<file path="src/rtl/tomasulo_pkg.sv">
// Shared widths, tag/address types and helpers for the register file
// and the register-status table.
package tomasulo_pkg;

  localparam int DATA_W        = 16;
  localparam int TAG_W         = 3;
  localparam int NUM_ARCH_REGS = 7;

  typedef logic [2:0]       reg_addr_t;
  typedef logic [TAG_W-1:0] tag_t;

  localparam tag_t      TAG_NONE = '0;
  localparam reg_addr_t REG_ZERO = 3'd0;

  function automatic logic [2:0] popcount7(input logic [NUM_ARCH_REGS-1:0] bits);
    logic [2:0] cnt;
    cnt = 3'd0;
    for (int i = 0; i < NUM_ARCH_REGS; i++) begin
      cnt = cnt + 3'(bits[i]);
    end
    return cnt;
  endfunction

endpackage

</file>
<file path="src/rtl/reg_status_entry.sv">
// One architectural register: its value plus the Qi tag of the reservation
// station that will produce it (TAG_NONE when the value is current).
module reg_status_entry
  import tomasulo_pkg::*;
(
  input  logic              clock,
  input  logic              reset,
  input  logic              issue_hit,
  input  tag_t              issue_tag,
  input  logic              load_hit,
  input  logic [DATA_W-1:0] load_data,
  input  logic              cdb_valid,
  input  tag_t              cdb_tag,
  input  logic [DATA_W-1:0] cdb_data,
  output logic [DATA_W-1:0] value,
  output tag_t              tag,
  output logic              busy,
  output logic              busy_next
);

  logic [DATA_W-1:0] value_reg, value_next;
  tag_t              tag_reg, tag_next;
  logic              cdb_hit;

  // A register only accepts a broadcast from the producer it is currently waiting on.
  assign cdb_hit = cdb_valid && (cdb_tag != TAG_NONE) && (tag_reg == cdb_tag);

  always_comb begin
    value_next = value_reg;
    tag_next   = tag_reg;
    if (cdb_hit) begin
      value_next = cdb_data;
      tag_next   = TAG_NONE;
    end else if (load_hit && (tag_reg == TAG_NONE)) begin
      value_next = load_data;
    end
    // A new rename always wins over the clear from a retiring producer.
    if (issue_hit) begin
      tag_next = issue_tag;
    end
  end

  always_ff @(posedge clock or posedge reset) begin
    if (reset) begin
      value_reg <= '0;
      tag_reg   <= TAG_NONE;
    end else begin
      value_reg <= value_next;
      tag_reg   <= tag_next;
    end
  end

  assign value     = value_reg;
  assign tag       = tag_reg;
  assign busy      = (tag_reg != TAG_NONE);
  assign busy_next = (tag_next != TAG_NONE);

endmodule

</file>
<file path="src/rtl/reg_status_file.sv">
// Architectural registers R1..R7 with their Tomasulo status tags: rename on
// issue, retire from the CDB, direct loads, and operand tag lookups.
module reg_status_file
  import tomasulo_pkg::*;
(
  input  logic              clock,
  input  logic              reset,
  input  logic              issue_valid,
  input  reg_addr_t         issue_dest,
  input  tag_t              issue_tag,
  input  logic              cdb_valid,
  input  tag_t              cdb_tag,
  input  logic [DATA_W-1:0] cdb_data,
  input  logic              load_valid,
  input  reg_addr_t         load_addr,
  input  logic [DATA_W-1:0] load_data,
  input  reg_addr_t         src_a_addr,
  input  reg_addr_t         src_b_addr,
  output tag_t              src_a_tag,
  output tag_t              src_b_tag,
  output logic              src_a_busy,
  output logic              src_b_busy,
  output logic [DATA_W-1:0] R1,
  output logic [DATA_W-1:0] R2,
  output logic [DATA_W-1:0] R3,
  output logic [DATA_W-1:0] R4,
  output logic [DATA_W-1:0] R5,
  output logic [DATA_W-1:0] R6,
  output logic [DATA_W-1:0] R7,
  output logic [NUM_ARCH_REGS-1:0] busy_vec,
  output logic [2:0]        busy_count
);

  logic [DATA_W-1:0]        value_arr [NUM_ARCH_REGS];
  tag_t                     tag_arr   [NUM_ARCH_REGS];
  logic [NUM_ARCH_REGS-1:0] busy_next_vec;
  logic [NUM_ARCH_REGS-1:0] issue_hit_vec;
  logic [NUM_ARCH_REGS-1:0] load_hit_vec;
  logic [2:0]               busy_count_reg;

  generate
    for (genvar gi = 0; gi < NUM_ARCH_REGS; gi++) begin : g_entry
      // Entry gi holds architectural register gi+1; address 0 never decodes.
      assign issue_hit_vec[gi] = issue_valid && (issue_tag != TAG_NONE) &&
                                 (issue_dest == reg_addr_t'(gi + 1));
      assign load_hit_vec[gi]  = load_valid && !issue_hit_vec[gi] &&
                                 (load_addr == reg_addr_t'(gi + 1));

      reg_status_entry u_entry (
        .clock     (clock),
        .reset     (reset),
        .issue_hit (issue_hit_vec[gi]),
        .issue_tag (issue_tag),
        .load_hit  (load_hit_vec[gi]),
        .load_data (load_data),
        .cdb_valid (cdb_valid),
        .cdb_tag   (cdb_tag),
        .cdb_data  (cdb_data),
        .value     (value_arr[gi]),
        .tag       (tag_arr[gi]),
        .busy      (busy_vec[gi]),
        .busy_next (busy_next_vec[gi])
      );
    end
  endgenerate

  // Counted from next-state busy bits so it lines up with busy_vec each cycle.
  always_ff @(posedge clock or posedge reset) begin
    if (reset) begin
      busy_count_reg <= 3'd0;
    end else begin
      busy_count_reg <= popcount7(busy_next_vec);
    end
  end

  // Lookups see registered state only; stations snoop the CDB on their own.
  always_comb begin
    src_a_tag = TAG_NONE;
    src_b_tag = TAG_NONE;
    if (src_a_addr != REG_ZERO) begin
      src_a_tag = tag_arr[src_a_addr - 3'd1];
    end
    if (src_b_addr != REG_ZERO) begin
      src_b_tag = tag_arr[src_b_addr - 3'd1];
    end
  end

  assign src_a_busy = (src_a_tag != TAG_NONE);
  assign src_b_busy = (src_b_tag != TAG_NONE);
  assign busy_count = busy_count_reg;

  assign R1 = value_arr[0];
  assign R2 = value_arr[1];
  assign R3 = value_arr[2];
  assign R4 = value_arr[3];
  assign R5 = value_arr[4];
  assign R6 = value_arr[5];
  assign R7 = value_arr[6];

endmodule

</file>
<file path="config.mk">
export PLATFORM = sky130hd
export DESIGN_NAME = reg_status_file
export DESIGN_NICKNAME = d
export VERILOG_FILES = /design/src/rtl/tomasulo_pkg.sv /design/src/rtl/reg_status_entry.sv /design/src/rtl/reg_status_file.sv
export SDC_FILE = /design/constraint.sdc
export NUM_CORES = 1
export LEC_CHECK = 0
export ABC_AREA = 1
export BUFFER_PORTS_ARGS = -buffer_cell sky130_fd_sc_hd__buf_2
export CAP_MARGIN = 20
export CORE_UTILIZATION = 35
export CTS_CLUSTER_DIAMETER = 150
export DETAILED_ROUTE_END_ITERATION = 6
export PLACE_DENSITY_LB_ADDON = 0.08
export SLEW_MARGIN = 10
export SYNTH_ARGS = -nofsm -noshare
export SYNTH_HDL_FRONTEND = slang
export SYNTH_SLANG_ARGS = --single-unit
</file>
<file path="constraint.sdc">
create_clock -name clock -period 4.55 [get_ports clock]
set_input_delay 0.91 -clock clock [delete_from_list [all_inputs] [get_ports clock]]
set_output_delay 0.91 -clock clock [all_outputs]
set_load 0.1 [all_outputs]
</file>
; ---- Word-level counts from Yosys, hierarchy flattened
; Index checks and enable logic that the tools add are counted.
[word_totals]
regBits = 136
input_bits = 55
output_inout_bits = 130
[op_classes]
addsub = 8
magnitude_cmp = 2
eq_ne = 21
mux = 36
n_bitwise = 2
n_reduce_logical = 78
[ops]
columns = cell, count
row1 = two-way mux 16 bit, 14
row2 = two-way mux 3 bit, 20
row3 = nonzero test 3 bit, 20
row4 = logical AND 1 bit, 37
row5 = == test 3 bit (second input constant), 8
row6 = == test 3 bit, 7
row7 = zero test 3 bit, 7
row8 = binary-select mux 3 bit (select 3 bit), 2
row9 = nonzero test 2 bit, 7
row10 = adder 3 x 1 -> 3 bit, 4
row11 = == test 3 x 2 -> 1 bit (second input constant), 4
row12 = greater-or-equal comparator 4 bit (second input constant), 2
row13 = inverter 3 -> 4 bit, 2
row14 = zero test 1 bit, 7
row15 = == test 3 x 1 -> 1 bit (second input constant), 2
row16 = subtractor 3 x 1 -> 3 bit (second input constant), 2
row17 = adder 2 x 1 -> 3 bit, 1
row18 = adder 1 x 1 -> 2 bit, 1

; ---- Longest topological paths before layout
; Gate-level depths: netlist of the first run.
[logic_depth]
ltp_word = 12
mapped_depth = 16
ltp_nobuf = 14

; ---- Hierarchy
; From an unflattened synthesis of the first run, not the netlist that was laid out.
[hier_totals]
hier_cells = 1227
area_unflattened_um2 = 9150.0
[by_module_without_submodules]
columns = module, n_inst, cells_per_inst, area_per_inst_um2
row1 = reg_status_entry, 7, 147, 1163.6
row2 = reg_status_file, 1, 198, 1004.7

; ---- Least setup slack after synthesis of the first run
; OpenSTA, ideal clock, no wires.
[synth_timing]
path_kind = in2reg
startpoint = input port cdb_tag[1]
endpoint = register busy_count_reg[1], in the netlist busy_count[1]
setup_time_ns = 0.135
t_arrival_ns = 3.750
required_time_ns = 4.415
slack_ns = 0.665
cell_stages = 15
path_cell_list = buf_6 nor2_8 nand2_4 nand3_2 inv_1 nand2_1 buf_4 nand3_1 o21ai_1 nor2_1 fa_1 fa_1 inv_1 fa_1 fa_1
[synth_between]
elab_chain_len = 12
[synth_rtl]
columns = item, line_no
row1 = from (decl), reg_status_file.sv:12  ; input tag_t cdb_tag,
row2 = nonzero test 3 bit, reg_status_entry.sv:26  ; assign cdb_hit = cdb_valid && (cdb_tag != TAG_NONE) && (tag_reg == cdb_tag);
row3 = logical AND 1 bit, reg_status_entry.sv:26
row4 = logical AND 1 bit (*), reg_status_entry.sv:26
row5 = two-way mux 3 bit (*), reg_status_entry.sv:31  ; if (cdb_hit) begin
row6 = two-way mux 3 bit (*), reg_status_entry.sv:38  ; if (issue_hit) begin
row7 = named net g_entry[0].u_entry.tag_next[2], reg_status_entry.sv:22  ; tag_t tag_reg, tag_next;
row8 = nonzero test 3 bit (*), reg_status_entry.sv:56  ; assign busy_next = (tag_next != TAG_NONE);
row9 = adder 1 x 1 -> 2 bit (*), tomasulo_pkg.sv:19  ; cnt = cnt + 3'(bits[i]);
row10 = adder 2 x 1 -> 3 bit (*), tomasulo_pkg.sv:19
row11 = adder 3 x 1 -> 3 bit (*) (4 in series), tomasulo_pkg.sv:19
row12 = to (signal assigned), reg_status_file.sv:72  ; busy_count_reg <= popcount7(busy_next_vec);
row13 = to (decl), reg_status_file.sv:39  ; logic [2:0] busy_count_reg;
; Mark *: on every way through the listed nets, which the timed path passes. The rest lies on a longest branch.
; A chain may end at the register's enable or synchronous reset.

; ---- Worst setup path in the final report of the first run
[layout_timing]
startpoint = input port src_b_addr[0]
endpoint = output port src_b_busy
[layout_between]
elab_chain_len = 7
[layout_rtl]
columns = item, line_no
row1 = from (decl), reg_status_file.sv:18  ; input reg_addr_t src_b_addr,
row2 = subtractor 3 x 1 -> 3 bit, reg_status_file.sv:84  ; src_b_tag = tag_arr[src_b_addr - 3'd1];
row3 = inverter 3 -> 4 bit (implied by the code), reg_status_file.sv:84
row4 = binary-select mux 3 bit (select 3 bit), reg_status_file.sv:84
row5 = two-way mux 3 bit (implied by the code) (2 in series), reg_status_file.sv:84
row6 = two-way mux 3 bit (*), reg_status_file.sv:83  ; if (src_b_addr != REG_ZERO) begin
row7 = nonzero test 3 bit (*), reg_status_file.sv:89  ; assign src_b_busy = (src_b_tag != TAG_NONE);
row8 = to (decl), reg_status_file.sv:22  ; output logic src_b_busy,
; Mark *: on every way between the ends. The rest lies on a longest branch, timed or not. The select of a mux whose other input is x is not followed.

==> results of run 1 <==
[stage by stage]
stage          area, sq um  hold slack, ns  util, %
3_5_place_dp          9205          0.4544    40.29
4_1_cts               9784          0.4699    42.83
6_report              9787          0.4628    42.84
3_3_place_gp          9205          0.4484    40.29
5_1_grt               9787          0.4801    42.84
2_1_floorplan         8227          0.5443        -
[cells by family (layout without fill, tap and decap cells)]
kind of cell	Yosys count	in the layout	synth area share, %
adders and majority gates	8	8	1.582
and+or+nand+nor	682	682	36.53
buffers and inverters	166	335	10.21
other	0	1	0
AOI/OAI and AO/OA	138	138	8.608
DFF	136	136	41.37
xor gates and xnor gates	16	16	1.703
[cell usage after synthesis]
cell and n:
o21ai_0 100, a21oi_4 1, clkinv_1 3, dfrtp_1 136
xnor2_1 12, nand2_4 8, inv_2 10, ha_1 4
a21oi_1 10, buf_2 16, inv_4 3, nand3_1 102
nand2_1 450, o21ai_1 24, nand3_4 5, buf_12 1
nand4_4 1, nand4_1 3, nor2_8 1, nor2_2 7
nor3_1 10, inv_1 94, o211ai_1 2, buf_4 22
fa_1 4, buf_6 12, nand3_2 10, xor2_1 4
nand2_2 16, a31oi_1 1, nor2_4 2, nor2_1 67
clkbuf_1 5
[how the worst max path moves through the flow]
stage	start	to	slack, ns
floorplan	reset	busy_count[0]$_DFF_PP0_	0.0005
global placement	cdb_tag[2]	busy_count[1]$_DFF_PP0_	0.46
detailed placement	cdb_tag[0]	busy_count[1]$_DFF_PP0_	0.35
CTS	src_a_addr[0]	src_a_busy	0.64
global route	src_a_addr[0]	src_a_busy	0.43
finish	src_b_addr[0]	src_b_busy	0.62
[layout make-up]
| class | instances | area (sq um) | share of cell area [%] |
|---|---|---|---|
| sequential | 136 | 3403 | 34.77 |
| timing repair buffer | 193 | 1001 | 10.23 |
| clock buffer | 19 | 442.9 | 4.526 |
| clock inverter | 13 | 136.4 | 1.394 |
| inverter | 110 | 425.4 | 4.347 |
| multi-input combinational | 844 | 3984 | 40.71 |
| antenna | 1 | 2.502 | 0.02557 |
| tap | 313 | 391.6 | 4.002 |
[worst register-to-register path, cell delays in order, from the launching register on]
cell     delay, ns
dfrtp_1       0.46
inv_1         0.09
nand2_1       0.05
nand2_1       0.07
nand3_2       0.08
nor2_2        0.18
nor2_1        0.07
nor2_1        0.15
nand2_1       0.08
nor2_1        0.20
fa_1          0.46
fa_1          0.54
inv_1         0.05
fa_1          0.44
fa_1          0.44
[routing by layer]
| layer | GRT usage (%) | share of wire, % |
|---|---|---|
| met5 | 0 | 0.048 |
| met4 | 6.022 | 1.3 |
| met3 | 4.373 | 7.3 |
| met2 | 30.76 | 39 |
| met1 | 36.93 | 52 |
==> metrics, run 1 <==
outcome finished clean; grt ovf 0; die area 24,120 sq um; RSZ-0062 raised after global routing no; Die X 155.3 microns; dpl ws 0.3461 ns; post-CTS setup buffer count 0; Mapped Area 8227 sq um; FILL cells 2,453; Slew @ Worst Pin 0.7080 ns; Largest delay share family, worst path buffers and inverters; period utilization 86.43%; Ys Warns 0; stages on the worst setup path 8; Area Growth Syn to Fin 18.97%; Hold Fails Final Rpt 0; final setup violation count 0; commonest non-fill, non-tap cells in the layout nand2_1, buf_2, dfrtp_1, nand3_1, o21ai_0; WL final 26.83 mm; maxcap violations 0; GRT Util Overall 23.05%; Crit Path Max Fanout 15; I/O pins 185; Arr. time, crit path 3.02 ns; flop and latch count out of synthesis 136; Worst Hold Launch g_entry[5].u_entry.value[8]$_DFFE_PP0P_; Starting Density 36.01%; ranking of synthesized cells by area dfrtp_1, nand2_1, nand3_1; CTS buffer count 17; syn nets 1,209; Startpoint Class input port; Root Driver clkbuf_16; PortBufs 184; clk sinks 136; non-filler cells, final 1,629; Detail Placement HPWL 20.30 mm; Hold WC Path Type flip-flop to flip-flop; leading area contributor after synthesis dfrtp_1; most common cell after layout, fill and taps aside nand2_1; slew margin rel. 52.80%; R2R Path End busy_count[1]$_DFF_PP0_; cell breakdown of the critical path buf_2 -> clkinv_1 -> ha_1 -> o21ai_0 -> o21ai_0 -> o21ai_0 -> nand3_1 -> buf_2; routed via count 7,777; Syn Inst Count 1,146; max incr delay on CP 0.52 ns; core area 22,850 sq um; initial antenna violation count 3; average routed wire per standard cell 16.47 microns; endpoint type of the worst setup path primary output; sequential element share of the synthesized area 41.37%; post-synthesis cell type count 33; H-tree depth 4; Worst EP required 3.64 ns; Vert. Die Dim 155.3 microns; post-synth top area share 41.37%; CTS resizes 0; clk buf depth 2; worst setup path class input port to primary output; FF-to-FF path depth 14; Bufs and invs on worst path 3; DRC viols 0; Clock transition at path regs 0.06 ns; dpl cells 1,596; Worst-Skew Late Latency 0.43 ns; Cell Rows 55; DR vias/cell 4.774; layout cells sized above 1 21.98%; # nets final 1,365; crit path time final 3.933 ns; DRT iter0 DRCs 608; Final ANT Viol Nets 0; first-pass GRT wire length 42.37 mm; Initial DRT Pass Iterations 5; slowest CP cell ha_1; CTS tree done; vias in the first global route 7,205; Fmax achieved 254.3 MHz; GPL Wtd Cong 0.8298; Critical R2R Launch g_entry[0].u_entry.tag[1]$_DFF_PP0_; post-cts hold buffer count 0; Worst Hold Depth 2; Hold EP g_entry[5].u_entry.value[8]$_DFFE_PP0P_; Final Skew 0.01244 ns; Final Max Slew Viols 0; CP most frequent cell o21ai_0; max FFs per register 112; largest net degree at the start of global routing 74; final worst setup slack 0.6173 ns; setup TNS 0 ns; worst reg-to-reg setup slack 1.09 ns; Mean Syn Cell Area 7.179 sq um
Power of run 1 is left out: the tool's default activity adds up to more than one toggle a clock period on the data nets, which glitch-free logic cannot reach.
==> inputs of run 2 (changes only) <==
Settings changed: REMOVE_ABC_BUFFERS from default to 1.
==> run 2 against run 1 <==
Sequential cell count unchanged. Register-to-register slack about the same. Non-clock buffer count up 1. Sequential share of layout area down 0.15 points. Maximum frequency down 1.2%. Wire length up 3.6%. Highest routed layer is now met4. Final cell count about the same. Worst hold slack better by 0.0021 ns. Setup slack worse by 0.049 ns. Critical endpoint unchanged. Critical path depth unchanged.
==> metrics, run 2 (synthesized netlist as in run 1, its figures left out) <==
most common cell after layout, fill and taps aside nand2_1; Die X 155.3 microns (unchanged); first-pass GRT wire length 42.87 mm (+1.2%); Final ANT Viol Nets 0 (unchanged); grt ovf 0 (unchanged); commonest non-fill, non-tap cells in the layout nand2_1, buf_2, dfrtp_1, nand3_1, o21ai_0; DR vias/cell 4.797 (+0.48%); Arr. time, crit path 3.07 ns (+0.05 ns); H-tree depth 4 (unchanged); initial antenna violation count 1 (-2); Starting Density 36.01% (unchanged); # nets final 1,366 (+0.073%); CTS buffer count 17 (unchanged); layout cells sized above 1 21.96% (about the same); Cell Rows 55 (unchanged); Crit Path Max Fanout 15 (unchanged); outcome finished clean; worst setup path class input port to primary output; Root Driver clkbuf_16; fin util 43.03% (+0.19 points); maxcap violations 0 (unchanged); largest net degree at the start of global routing 105 (+42%); routed via count 7,819 (+0.54%); Hold WC Path Type flip-flop to flip-flop; Initial DRT Pass Iterations 5 (unchanged); PortBufs 184 (unchanged); die area 24,120 sq um (unchanged); CTS tree done; clk buf depth 2 (unchanged); RSZ-0062 raised after global routing no; GRT Util Overall 23.66% (+0.61 points); core area 22,850 sq um (unchanged); Final Skew 0.01197 ns (-0.0004693 ns); Area Growth Syn to Fin 19.50%; worst hold slack 0.4648 ns (+0.002077 ns); DRC viols 0 (unchanged); endpoint type of the worst setup path primary output; Fmax achieved 251.1 MHz (-1.2%); final setup violation count 0 (unchanged); Detail Placement HPWL 20.47 mm (+0.83%); Vert. Die Dim 155.3 microns (unchanged); Hold Fails Final Rpt 0 (unchanged); Worst EP required 3.64 ns (about the same); setup TNS 0 ns (unchanged); I/O pins 185 (unchanged); post-cts hold buffer count 0 (unchanged); Startpoint Class input port; CTS resizes 0 (unchanged); vias in the first global route 7,418 (+3.0%); average routed wire per standard cell 17.06 microns (+3.6%); Slew @ Worst Pin 0.9901 ns (+0.2821 ns); period utilization 87.51% (+1.1 points); Final Max Slew Viols 0 (unchanged); Clock transition at path regs 0.06 ns (about the same); crit path time final 3.982 ns (+0.04926 ns); clk sinks 136 (unchanged); Worst-Skew Late Latency 0.42 ns (about the same); DRT iter0 DRCs 544 (-11%); slew margin rel. 33.99% (-19 points); max FFs per register 112 (unchanged); post-CTS setup buffer count 0 (unchanged); GPL Wtd Cong 0.8719 (+5.1%); WL final 27.81 mm (+3.6%)
==> run 2: cell count changes in the layout (fill, tap and decap cells not counted), sizes merged <==
| cell | before | now |
|---|---|---|
| buf | 193 | 194 |
| bufinv | 1 | 4 |
| clkinv | 9 | 6 |
| clkinvlp | 1 | 3 |
| inv | 112 | 110 |
==> run 2: metal layers <==
layer | vias up | routed length [microns] | track usage, %
met1 | 3633 | 13500 | 33.94
met3 | 21 | 1855 | 5.404
met5 | - | 0 | 0
met2 | 255 | 12100 | 35.99
met4 | 0 | 354 | 5.696
li1 | 3910 | - | -
==> run 2: path summary, 6_finish.rpt <==
path / startpoint / endpoint / depth (start not counted) / slack (ns)
max: src_b_addr[0] / src_b_busy / 8 / 0.57
min: g_entry[5].u_entry.value[2]$_DFFE_PP0P_ / g_entry[5].u_entry.value[2]$_DFFE_PP0P_ / 2 / 0.46
max reg2reg: g_entry[1].u_entry.tag[1]$_DFF_PP0_ / busy_count[1]$_DFF_PP0_ / 14 / 1.09
min reg2reg: g_entry[5].u_entry.value[2]$_DFFE_PP0P_ / g_entry[5].u_entry.value[2]$_DFFE_PP0P_ / 2 / 0.46
max in group asynchronous: reset / g_entry[3].u_entry.value[6]$_DFFE_PP0P_ / 3 / 2.99
min in group asynchronous: reset / g_entry[4].u_entry.value[2]$_DFFE_PP0P_ / 2 / 0.70
==> run 2: per-stage QoR <==
| step | setup slack [ns] | instances | area (sq um) |
|---|---|---|---|
| after CTS | 0.6086 | 1629 | 9828 |
| after detailed placement | 0.3703 | 1597 | 9200 |
| after global routing | 0.3819 | 1630 | 9831 |
| after global placement | 0.4426 | 1597 | 9200 |
| after floorplan | 0.0005411 | 1090 | 7807 |
| final | 0.5681 | 1630 | 9831 |
==> run 2: final cells by class <==
type / instances / area (sq um)
diodes: 1 / 2.502
inverters: 110 / 425.4
repair buffers: 194 / 996.0
fillers: 2494 / 13020
multi-input cells: 844 / 3984
clock inverters: 13 / 195.2
flip-flops and latches: 136 / 3403
well taps: 313 / 391.6
clock buffers: 19 / 432.9
==> run 2: critical path, cell delays in order <==
cell,delay (ns)
buf_2,0.23
clkinv_1,0.29
ha_1,0.53
o21ai_0,0.12
o21ai_0,0.29
o21ai_0,0.16
nand3_1,0.10
buf_2,0.42
Power of run 2 is left out for the same reason.
==> inputs of run 3 (changes only) <==
Settings changed: ABC_AREA 1 to 0, CORE_MARGIN from default to 1.
==> run 3 against run 2 <==
Critical path depth did not move. Highest routed layer unchanged. Utilization rose by 2.2 points. Final cell count fell by 27%. Worst hold slack improved by 0.084 ns. Critical path type unchanged. Critical endpoint unchanged. Global-route usage fell by 1.2 points. Register-to-register slack improved by 0.08 ns. Via count fell by 20%. First-iteration DRC count fell by 31%.
==> metrics, run 3 <==
outcome finished clean; vias in the first global route 6,172 (-17%); slew margin rel. 28.16% (-5.8 points); ys async rst share 100.0% (unchanged); clk buf depth 2 (unchanged); Final Max Slew Viols 0 (unchanged); CTS resizes 0 (unchanged); Hold EP g_entry[4].u_entry.value[5]$_DFFE_PP0P_; # nets final 966 (-29%); Mapped Area 7402 sq um (-10%); period utilization 89.13% (+1.6 points); post-CTS setup buffer count 0 (unchanged); antenna cells 0 (-1); PortBufs 184 (unchanged); Die X 147.4 microns (-5.1%); FF-to-FF path depth 8 (-6); I/O pins 185 (unchanged); Critical R2R Launch g_entry[1].u_entry.tag[0]$_DFF_PP0_; layout cells sized above 1 29.48% (+7.5 points); R2R Path End busy_count[1]$_DFF_PP0_; Final ANT Viol Nets 0 (unchanged); FILL cells 1,965 (-21%); initial antenna violation count 0 (-1); Area Growth Syn to Fin 25.27%; core area 20,490 sq um (-10%); RSZ-0062 raised after global routing no; Cell Rows 52 (-5.5%); routed via count 6,231 (-20%); endpoint type of the worst setup path primary output; Crit Path Max Fanout 9 (-6); Startpoint Class input port; Worst EP required 3.64 ns (about the same); EDFF count, synth 0 (unchanged); max FFs per register 112 (unchanged); H-tree depth 4 (unchanged); Initial DRT Pass Iterations 5 (unchanged); most common cell after layout, fill and taps aside buf_2; Detail Placement HPWL 16.05 mm (-22%); worst setup path class input port to primary output; crit path time final 4.056 ns (+0.07370 ns); sequential element share of the synthesized area 45.98% (+4.6 points); WL final 24.02 mm (-14%); Hold Fails Final Rpt 0 (unchanged); GRT Util Overall 22.50% (-1.2 points); most frequent cell after synthesis nand2_1; die area 21,730 sq um (-9.9%); Hold WC Path Type flip-flop to flip-flop; Worst Hold Launch g_entry[4].u_entry.value[5]$_DFFE_PP0P_; Ys Warns 0 (unchanged); Vert. Die Dim 147.4 microns (-5.1%); DR vias/cell 5.254 (+9.5%); DRC viols 0 (unchanged); ranking of synthesized cells by area dfrtp_1, mux2i_1, o21ai_0; flop and latch count out of synthesis 136 (unchanged); CTS tree done; largest net degree at the start of global routing 98 (-6.7%); final setup violation count 0 (unchanged); Worst-Skew Late Latency 0.41 ns (about the same); commonest non-fill, non-tap cells in the layout buf_2, nand2_1, dfrtp_1, mux2i_1, o21ai_0; Arr. time, crit path 3.15 ns (+0.08 ns); worst reg-to-reg setup slack 1.17 ns (+0.08 ns); clk sinks 136 (unchanged); Worst Hold Depth 2 (unchanged); Final Skew 0.009502 ns (-0.002470 ns); post-synth top area share 45.98% (+4.6 points); Syn Inst Count 732 (-36%); sequential cell area 3403 sq um (unchanged); average routed wire per standard cell 20.25 microns (+19%); Root Driver clkbuf_16; CTS buffer count 17 (unchanged); Clock transition at path regs 0.06 ns (about the same); post-cts hold buffer count 0 (unchanged); Post-synth top flop dfrtp_1; Commonest cells post-synth nand2_1, dfrtp_1, mux2i_1; Fmax achieved 246.6 MHz (-1.8%); GPL Wtd Cong 0.8706 (-0.15%); post-synthesis cell type count 38 (+15%); leading area contributor after synthesis dfrtp_1; Slew @ Worst Pin 1.073 ns (+0.08241 ns); Mean Syn Cell Area 10.11 sq um (+41%); grt ovf 0 (unchanged); Starting Density 36.12% (+0.11 points); first-pass GRT wire length 36.55 mm (-15%); final worst setup slack 0.4944 ns (-0.07370 ns); DRT iter0 DRCs 376 (-31%); footprint of the multi-input gates 3787 sq um (-4.9%); maxcap violations 0 (unchanged); dpl ws 0.5210 ns (+0.1507 ns)
==> run 3: cell count changes after synthesis, sizes merged, moves of 10 or more <==
cell | before | now
nand2 | 474 | 149
mux2i | 0 | 118
nand3 | 117 | 0
inv | 107 | 15
nor2 | 77 | 13
buf | 51 | 24
o21ai | 124 | 144
clkbuf | 5 | 23
xor2 | 4 | 21
nor2b | 0 | 11
a21oi | 11 | 1
xnor2 | 12 | 2
==> run 3: worst max-delay path by stage <==
stage / start / endpoint / slack (ns)
floorplan: src_a_addr[0] / src_a_busy / -1.02
global placement: cdb_tag[0] / busy_count[1]$_DFF_PP0_ / 0.56
detailed placement: cdb_tag[0] / busy_count[1]$_DFF_PP0_ / 0.52
CTS: src_b_addr[0] / src_b_busy / 0.52
global route: src_a_addr[0] / src_a_busy / 0.40
finish: src_b_addr[0] / src_b_busy / 0.49
==> run 3: per-stage QoR <==
step / instances / util [%] / hold slack [ns] / TNS (ns) / instance area [sq um]
2_1_floorplan: 685 / - / 0.5546 / -2.840 / 7142
3_3_place_gp: 1154 / 42.08 / 0.5304 / 0 / 8623
3_5_place_dp: 1154 / 42.08 / 0.5368 / 0 / 8623
4_1_cts: 1186 / 45.24 / 0.5576 / 0 / 9273
5_1_grt: 1186 / 45.24 / 0.5761 / 0 / 9273
6_report: 1186 / 45.24 / 0.5487 / 0 / 9273
==> run 3: final cells by class <==
class,instances,area share (%)
Multi-Input combinational cell,534,40.84
Sequential cell,136,36.70
Timing Repair Buffer,199,11.15
Clock buffer,22,5.222
Tap cell,270,3.643
Clock inverter,10,1.781
Inverter,15,0.6612
==> run 3: routing by layer <==
layer  global-route usage [%]  share of wire [%]  wire [microns]  vias to the layer above
li1                         -                  -               -                     2895
met3                    4.815                6.3            1523                       42
met4                    9.948                2.7             649                        0
met5                        0                  0               0                        -
met1                    28.25                 42           10200                     3077
met2                    37.26                 48           11650                      217
==> run 3: cells by family (layout without fill, tap and decap cells) <==
kind of cell / after synthesis / count (layout) / synth area share, %
AND/OR/NAND/NOR: 215 / 215 / 13.73
AO/OA/AOI/OAI: 158 / 158 / 12.54
flip-flops: 136 / 136 / 45.98
multiplexers: 130 / 130 / 19.00
buffers and inverters: 62 / 246 / 4.276
XOR/XNOR: 23 / 23 / 2.722
adder cells (fa/ha/maj): 8 / 8 / 1.758
==> run 3: worst max-delay path: stages <==
cell     delay [ns]
buf_2          0.21
inv_1          0.09
ha_1           0.50
mux2i_1        0.30
mux4_2         0.27
nor2b_1        0.05
or4_1          0.50
buf_2          0.30
Power of run 3 is left out for the same reason.
